### config.mk
export PLATFORM = sky130hd
export DESIGN_NAME = switch_key_input
export DESIGN_NICKNAME = d
export VERILOG_FILES = /design/src/rtl/switch_key_input.sv
export SDC_FILE = /design/constraint.sdc
export NUM_CORES = 1
export LEC_CHECK = 0
export ABC_CLOCK_PERIOD_IN_PS = 8600
export CAP_MARGIN = 20
export CORE_ASPECT_RATIO = 1.5
export CORE_MARGIN = 1
export CORE_UTILIZATION = 50
export CTS_BUF_LIST = sky130_fd_sc_hd__clkbuf_16
export DETAILED_ROUTE_END_ITERATION = 7
export PLACE_DENSITY = 0.78
export SLEW_MARGIN = 20
export SYNTH_ARGS = -nofsm -noshare
export SYNTH_HDL_FRONTEND = slang
export SYNTH_SLANG_ARGS = --single-unit
export TNS_END_PERCENT = 50
### constraint.sdc
create_clock -name clk -period 8.6 [get_ports clk]
set_input_delay 0.86 -clock clk [delete_from_list [all_inputs] [get_ports clk]]
set_output_delay 0.86 -clock clk [all_outputs]
set_load 0.02 [all_outputs]
### src/rtl/switch_key_input.sv
// Bus-mapped input port: synchronizes and debounces 32 DIP switches and 8 keys,
// latches key presses as sticky events and raises a level interrupt while any are pending.
module switch_key_input #(
    parameter logic [31:0] BASE       = 32'h0000_7F60,
    parameter logic [19:0] DEB_CYCLES = 20'd500000
) (
    input  logic        clk,
    input  logic        reset,
    input  logic [31:0] Address,
    input  logic [31:0] WD,
    input  logic [3:0]  WE,
    output logic [31:0] RD,
    input  logic [31:0] dip_switch,
    input  logic [7:0]  user_key,
    output logic        irq
);

    logic [31:0] sw_sync1, sw_sync2, sw_cand, sw_stab;
    logic [19:0] sw_cnt;
    logic [7:0]  key_sync1, key_sync2, key_cand, key_stab;
    logic [19:0] key_cnt;
    logic [7:0]  pending;
    logic        irq_en;

    logic [31:0] sw_cand_next, sw_stab_next;
    logic [19:0] sw_cnt_next;
    logic [7:0]  key_cand_next, key_stab_next;
    logic [19:0] key_cnt_next;
    logic [7:0]  rise, clr, pending_next;
    logic        irq_en_next;

    logic        hit, evt_wr, ctrl_wr;
    logic [1:0]  sel;
    logic        unused_bits;

    assign hit         = (Address[31:4] == BASE[31:4]);
    assign sel         = Address[3:2];
    assign evt_wr      = hit && (sel == 2'd2) && WE[0];
    assign ctrl_wr     = hit && (sel == 2'd3) && WE[0];
    assign unused_bits = ^{Address[1:0], WE[3:1], WD[31:8]};

    // Switch group: all 32 bits share one counter, so any change restarts the window.
    always_comb begin
        sw_cand_next = sw_cand;
        sw_stab_next = sw_stab;
        sw_cnt_next  = sw_cnt;
        if (sw_sync2 != sw_cand) begin
            sw_cand_next = sw_sync2;
            sw_cnt_next  = 20'd0;
        end else if (sw_cand != sw_stab) begin
            if (sw_cnt == DEB_CYCLES - 20'd1) begin
                sw_stab_next = sw_cand;
                sw_cnt_next  = 20'd0;
            end else begin
                sw_cnt_next = sw_cnt + 20'd1;
            end
        end else begin
            sw_cnt_next = 20'd0;
        end
    end

    always_comb begin
        key_cand_next = key_cand;
        key_stab_next = key_stab;
        key_cnt_next  = key_cnt;
        if (key_sync2 != key_cand) begin
            key_cand_next = key_sync2;
            key_cnt_next  = 20'd0;
        end else if (key_cand != key_stab) begin
            if (key_cnt == DEB_CYCLES - 20'd1) begin
                key_stab_next = key_cand;
                key_cnt_next  = 20'd0;
            end else begin
                key_cnt_next = key_cnt + 20'd1;
            end
        end else begin
            key_cnt_next = 20'd0;
        end
    end

    // A press landing on the same edge as its clear survives: rise is OR-ed after masking.
    always_comb begin
        rise         = key_stab_next & ~key_stab;
        clr          = evt_wr ? WD[7:0] : 8'd0;
        pending_next = (pending & ~clr) | rise;
        irq_en_next  = ctrl_wr ? WD[0] : irq_en;
    end

    always_ff @(posedge clk or posedge reset) begin
        if (reset) begin
            sw_sync1  <= '0;
            sw_sync2  <= '0;
            sw_cand   <= '0;
            sw_stab   <= '0;
            sw_cnt    <= '0;
            key_sync1 <= '0;
            key_sync2 <= '0;
            key_cand  <= '0;
            key_stab  <= '0;
            key_cnt   <= '0;
            pending   <= '0;
            irq_en    <= 1'b0;
            irq       <= 1'b0;
        end else begin
            sw_sync1  <= dip_switch;
            sw_sync2  <= sw_sync1;
            sw_cand   <= sw_cand_next;
            sw_stab   <= sw_stab_next;
            sw_cnt    <= sw_cnt_next;
            key_sync1 <= user_key;
            key_sync2 <= key_sync1;
            key_cand  <= key_cand_next;
            key_stab  <= key_stab_next;
            key_cnt   <= key_cnt_next;
            pending   <= pending_next;
            irq_en    <= irq_en_next;
            irq       <= irq_en_next & (|pending_next);
        end
    end

    always_comb begin
        RD = 32'd0;
        if (hit) begin
            case (sel)
                2'd0:    RD = sw_stab;
                2'd1:    RD = {24'd0, key_stab};
                2'd2:    RD = {24'd0, pending};
                default: RD = {31'd0, irq_en};
            endcase
        end
    end

endmodule

==> results of run 1 <==
## worst max-delay path: stages
cell and delay, ns:
clkdlybuf4s50_1 0.46, nor4bb_1 0.33, nand4_1 0.41, nand4b_4 0.39, nor3_2 0.16, buf_4 0.29
and2_1 0.21, clkdlybuf4s50_1 0.62
## kinds of logic (layout without fill, tap and decap cells)
family	after synthesis	in the layout	share of synthesized area, %
simple gates	208	208	13.85
mux	49	49	7.756
compound gates	27	27	1.965
fa+ha+maj	2	2	0.2910
buf+inv	57	154	3.201
xor+xnor	116	116	11.82
flops	210	210	61.12
## routing by layer
metal,wire length (um),vias to the layer above,global-route usage [%],share of wire (%)
li1,-,2409,-,-
met1,6459,2589,23.74,39
met2,8973,117,34.65,54
met3,680,37,3.321,4.1
met4,493,0,7.494,3.0
met5,0,-,0,0
## cell type report
cell class              instances  area (um^2)
inverters                       4        22.52
fillers                      1271         6405
clock inverters                13        66.31
multi-input cells             402         3073
flip-flops and latches        210         5255
clock buffers                  21        525.5
repair buffers                116         1154
well taps                     210        262.8
## report_power, final
group          leakage (nW)  switching [mW]  internal [mW]
Clock                 0.314           0.358          0.443
Combinational          1.59          0.0417         0.0528
Sequential             2.61          0.0231           1.02
Total                  4.52           0.423           1.51
## flip-flops by register name, indices dropped and copies added, names as in the netlist, 20 cells and up
signal    cells
sw_stab      32
sw_sync1     32
sw_sync2     32
sw_cand      32
key_cnt      20
sw_cnt       20
## cells in the final DEF, fill, tap and decap left out, drive strengths merged
| cell | instances |
|---|---|
| nor3 | 6 |
| nor2 | 65 |
| mux2i | 7 |
| and3 | 5 |
| nor4 | 21 |
| nor2b | 2 |
| nand2 | 15 |
| xor2 | 72 |
| o211ai | 1 |
| nand4 | 25 |
| nand3 | 14 |
| nor4bb | 2 |
| inv | 10 |
| and4 | 4 |
| mux2 | 41 |
| xnor2 | 44 |
| clkinv | 7 |
| a31o | 1 |
| o31ai | 8 |
| and2 | 27 |
| clkbuf | 21 |
| nor4b | 4 |
| a21boi | 1 |
| clkdlybuf4s50 | 113 |
| ha | 2 |
| buf | 3 |
| o21ai | 8 |
| nand4b | 9 |
| mux4 | 1 |
| nand2b | 8 |
| a21oi | 8 |
| nand4bb | 1 |
| dfrtp | 210 |
## worst paths after layout
path,to,slack [ns],cells after the start
max in group asynchronous,sw_sync1[25]$_DFF_PP0_,6.22,3
worst min register to register,sw_sync2[16]$_DFF_PP0_,0.35,0
worst max-delay path,RD[29],3.99,8
worst min-delay path,sw_sync2[16]$_DFF_PP0_,0.35,0
worst max register to register,sw_stab[29]$_DFFE_PP0P_,5.83,7
min in group asynchronous,sw_sync1[7]$_DFF_PP0_,0.94,2
==> flow_summary_export.csv, run 1 <==
group,metric,value,unit
run_status,outcome,"complete, no violations",
setup_path,r2r_start,"sw_stab[1]$_DFFE_PP0P_",
global_route,antenna_found_initial,0,
cts,max-clock-path-buffers,3,
yosys,async_flop_share,100.0,%
yosys,ys_types,40,
setup_path,critPathLaunchType,"input pin",
setup_path,cp_max_fo,24,
drt,final_antenna_net_count,0,
yosys,yosys_most_used_dff,"dfrtp_1",
yosys,synth_most_common_cell,"dfrtp_1",
floorplan,ioPinCount,143,
cts,clk_latency,0.51,ns
floorplan,dieArea,17740,um^2
timing,fin_crit,4.608,ns
timing,drv_slew,0,
setup_path,worstPathArrival,3.75,ns
power_and_ir_drop,ir_drop,179.9,uV
global_route,first_global_vias,5567,
yosys,syn_inst,669,
setup_path,endpoint_kind,"output pin",
timing,rsz0062_at_grt,"false",
place,post_dp_cell_area,9767,um^2
power_and_ir_drop,power,1.936,mW
timing,slew_headroom,38.45,%
timing,worst_slack,3.992,ns
yosys,yosysWarnings,0,
timing,whs,0.3456,ns
place,pre_cts_ws,4.010,ns
cts,ctsHoldBuffers,0,
final_layout,area_growth,20.47,%
timing,setup_tns,0,ns
timing,finClkSkew,0.02101,ns
floorplan,dieWidth,109.1,um
place,io_buffer_count,113,
drt,drt-initial-drc-count,252,
drt,routed_wl,16.61,mm
place,dp_hpwl,11.81,mm
setup_path,critical_path_class,"input pin to output pin",
floorplan,rows,58,
yosys,synth_top_cell_by_area,"dfrtp_1",
place,dp_cells,942,
cts,tritoncts,"yes",
drt,firstDrtPassIters,4,
timing,clock.fmax,217.0,MHz
drt,vias_per_cell,5.279,
floorplan,dieHeight,162.6,um
power_and_ir_drop,power_leakage,4.520,nW
final_layout,n_antenna_cell,0,
yosys,synth_fp_nets,781,
yosys,synth_top_area_share,61.12,%
cts,cts.sinks,210,
drt,wire_per_inst,17.02,um
drt,drc,0,
yosys,synth_seq_cells,210,
yosys,syn_area_per_cell,12.85,um^2
flow_run,maxCapViolations,0,
cts,htreeDepth,1,
setup_path,cp-startpoint,"Address[12]",
cts,numCtsBuffers,21,
worst_hold_path,hold_path.class,"register to register",
yosys,ys_top_cells_by_area,"dfrtp_1 (61%), xor2_1 (7.3%), mux2_4 (5.2%)",
cts,path_clk_slew,0.06,ns
global_route,grt_max_degree,139,
timing,setup_viol,0,
place,gp_congestion,0.8287,
final_layout,final_util,61.79,%
yosys,synth_edf_count,0,
global_route,grt_util_all_layers,19.67,%
global_route,grt_pass1_wl,27.05,mm
floorplan,core_area,16760,um^2
setup_path,critPathRequiredTime,7.74,ns
yosys,netlist_top_cells_count,"dfrtp_1 (210), xor2_1 (72), nor2_1 (65), clkbuf_1 (44), xnor2_1 (44)",
final_layout,layout-drive-gt1-share,11.10,%
timing,hold_viol,0,
power_and_ir_drop,power_density,186.9,nW/um^2
global_route,overflow,0,
worst_hold_path,hp-start,"sw_sync1[16]$_DFF_PP0_",
final_layout,fin_cells,976,
cts,post_cts_buffers,0,
cts,clockRootBuffer,"clkbuf_16",
floorplan,initial_core_util,51.29,%
yosys,synth.yosys.seq_area_share,61.12,%
final_layout,nets,867,
timing,final.period_utilization,53.58,%
cts,cts_resized,0,
timing,worst_pin_slew,0.9233,ns
final_layout,finalInstanceArea,10360,um^2
yosys,syn-cell-area,8598,um^2
drt,vias,5152,
(Power assumes the default switching activity.)
==> run 2, diff against run 1 <==
--- a/config.mk
+++ b/config.mk
@@ -5,7 +5,7 @@
 export SDC_FILE = /design/constraint.sdc
 export NUM_CORES = 1
 export LEC_CHECK = 0
-export ABC_CLOCK_PERIOD_IN_PS = 8600
+export ABC_CLOCK_PERIOD_IN_PS = 4820
 export CAP_MARGIN = 20
 export CORE_ASPECT_RATIO = 1.5
 export CORE_MARGIN = 1
==> constraint.sdc (replaced) <==
create_clock -name clk -period 4.82 [get_ports clk]
set_input_delay 0.482 -clock clk [delete_from_list [all_inputs] [get_ports clk]]
set_output_delay 0.482 -clock clk [all_outputs]
set_load 0.02 [all_outputs]
==> flow_summary_export.csv, run 2 (synthesis results as in run 1) <==
group,metric,value,unit
power_and_ir_drop,power_density,349.9,nW/um^2
drt,drt-initial-drc-count,216,
floorplan,dieWidth,109.1,um
timing,drv_slew,0,
timing,slew_headroom,46.31,%
timing,finClkSkew,0.007761,ns
floorplan,initial_core_util,51.29,%
cts,post_cts_buffers,0,
drt,vias_per_cell,5.320,
drt,wire_per_inst,17.37,um
cts,clockRootBuffer,"clkbuf_16",
setup_path,critical_path_class,"input pin to output pin",
timing,clock.fmax,260.9,MHz
drt,vias,5198,
final_layout,register_area,5255,um^2
global_route,antenna_found_initial,0,
global_route,grt-busiest-layer,"met2",
power_and_ir_drop,power_leakage,4.564,nW
final_layout,fin_cells,977,
final_layout,finalInstanceArea,10490,um^2
floorplan,dieHeight,162.6,um
cts,max-clock-path-buffers,3,
worst_hold_path,hold_path.class,"register to register",
cts,ctsHoldBuffers,0,
final_layout,n_antenna_cell,0,
floorplan,core_area,16760,um^2
power_and_ir_drop,power,3.669,mW
drt,final_antenna_net_count,0,
drt,routed_wl,16.97,mm
cts,path_clk_slew,0.07,ns
floorplan,ioPinCount,143,
setup_path,worstPathArrival,3.35,ns
global_route,overflow,0,
run_status,outcome,"complete, no violations",
global_route,grt_pass1_wl,27.54,mm
place,io_buffer_count,113,
cts,clk_latency,0.49,ns
floorplan,dieArea,17740,um^2
timing,rsz0062_at_grt,"false",
setup_path,critPathRequiredTime,4.34,ns
power_and_ir_drop,ir_drop,392.6,uV
cts,htreeDepth,1,
setup_path,critPathLaunchType,"input pin",
flow_run,maxCapViolations,0,
floorplan,rows,58,
global_route,grt_util_met3,2.921,%
timing,setup_tns,0,ns
final_layout,layout-drive-gt1-share,11.21,%
global_route,first_global_vias,5542,
timing,hold_viol,0,
setup_path,cp_max_fo,24,
setup_path,endpoint_kind,"output pin",
timing,fin_crit,3.833,ns
drt,drc,0,
global_route,grt_max_degree,211,
cts,cts_resized,0,
place,dp_hpwl,11.86,mm
final_layout,final_cell_mix,"dfrtp_1 (210), clkdlybuf4s50_1 (113), xor2_1 (72)",
cts,numCtsBuffers,20,
final_layout,area_growth,21.97,%
global_route,grtUsageMet1,24.53,%
global_route,grt_util_all_layers,20.12,%
final_layout,final_common_cell,"dfrtp_1",
place,gp_congestion,0.8777,
final_layout,nFillCells,1243,
final_layout,multi_input_area,3073,um^2
place,dp_cells,942,
cts,tritoncts,"yes",
timing,setup_viol,0,
timing,final.period_utilization,79.52,%
cts,cts.sinks,210,
timing,worst_pin_slew,0.8029,ns
place,post_dp_cell_area,9776,um^2
final_layout,nets,867,
global_route,globalRouteMet2Util,35.93,%
drt,firstDrtPassIters,4,
[run 2: layout make-up]
type / count / share of cell area, %
sequential: 210 / 50.11
multi-input combinational: 402 / 29.30
timing repair buffer: 117 / 11.38
clock buffer: 21 / 5.011
tap: 210 / 2.505
clock inverter: 13 / 1.515
inverter: 4 / 0.1790
[run 2: through the flow]
| stage | setup WS [ns] | util [%] | hold WS (ns) |
|---|---|---|---|
| final | 0.9873 | 62.56 | 0.3438 |
| after CTS | 0.9556 | 62.40 | 0.3459 |
| after floorplan | 1.610 | - | 0.3312 |
| after detailed placement | 0.9688 | 58.31 | 0.3347 |
| after global placement | 1.043 | 58.31 | 0.3326 |
| after global routing | 0.8226 | 62.56 | 0.3520 |
[run 2: power breakdown]
part,leakage (nW),switching (mW),internal (mW)
combinational,1.60,0.0749,0.0975
clock,0.346,0.643,0.999
sequential,2.61,0.0410,1.81
total,4.56,0.759,2.91
[run 2: final timing paths]
| path | from | endpoint | slack [ns] | cells after the start |
|---|---|---|---|---|
| worst max-delay path | Address[11] | RD[29] | 0.99 | 8 |
| worst min-delay path | sw_sync1[18]$_DFF_PP0_ | sw_sync2[18]$_DFF_PP0_ | 0.34 | 0 |
| worst max register to register | sw_cand[2]$_DFFE_PP0N_ | sw_stab[15]$_DFFE_PP0P_ | 1.75 | 7 |
| worst min register to register | sw_sync1[18]$_DFF_PP0_ | sw_sync2[18]$_DFF_PP0_ | 0.34 | 0 |
| max in group asynchronous | reset | key_cand[1]$_DFFE_PP0N_ | 3.42 | 4 |
| min in group asynchronous | reset | sw_sync1[30]$_DFF_PP0_ | 0.43 | 3 |
[run 2: worst max-delay path: stages]
cell             delay, ns
clkdlybuf4s50_1       0.45
nor4bb_1              0.33
nand4_1               0.40
nand4b_4              0.38
nor3_2                0.20
buf_4                 0.28
and2_1                0.21
clkdlybuf4s50_1       0.62
[run 2: layer usage]
metal / vias to the layer above / part of all wire (%)
met3: 31 / 3.8
met2: 124 / 54
met4: 0 / 2.5
li1: 2408 / -
met5: - / 0
met1: 2635 / 40
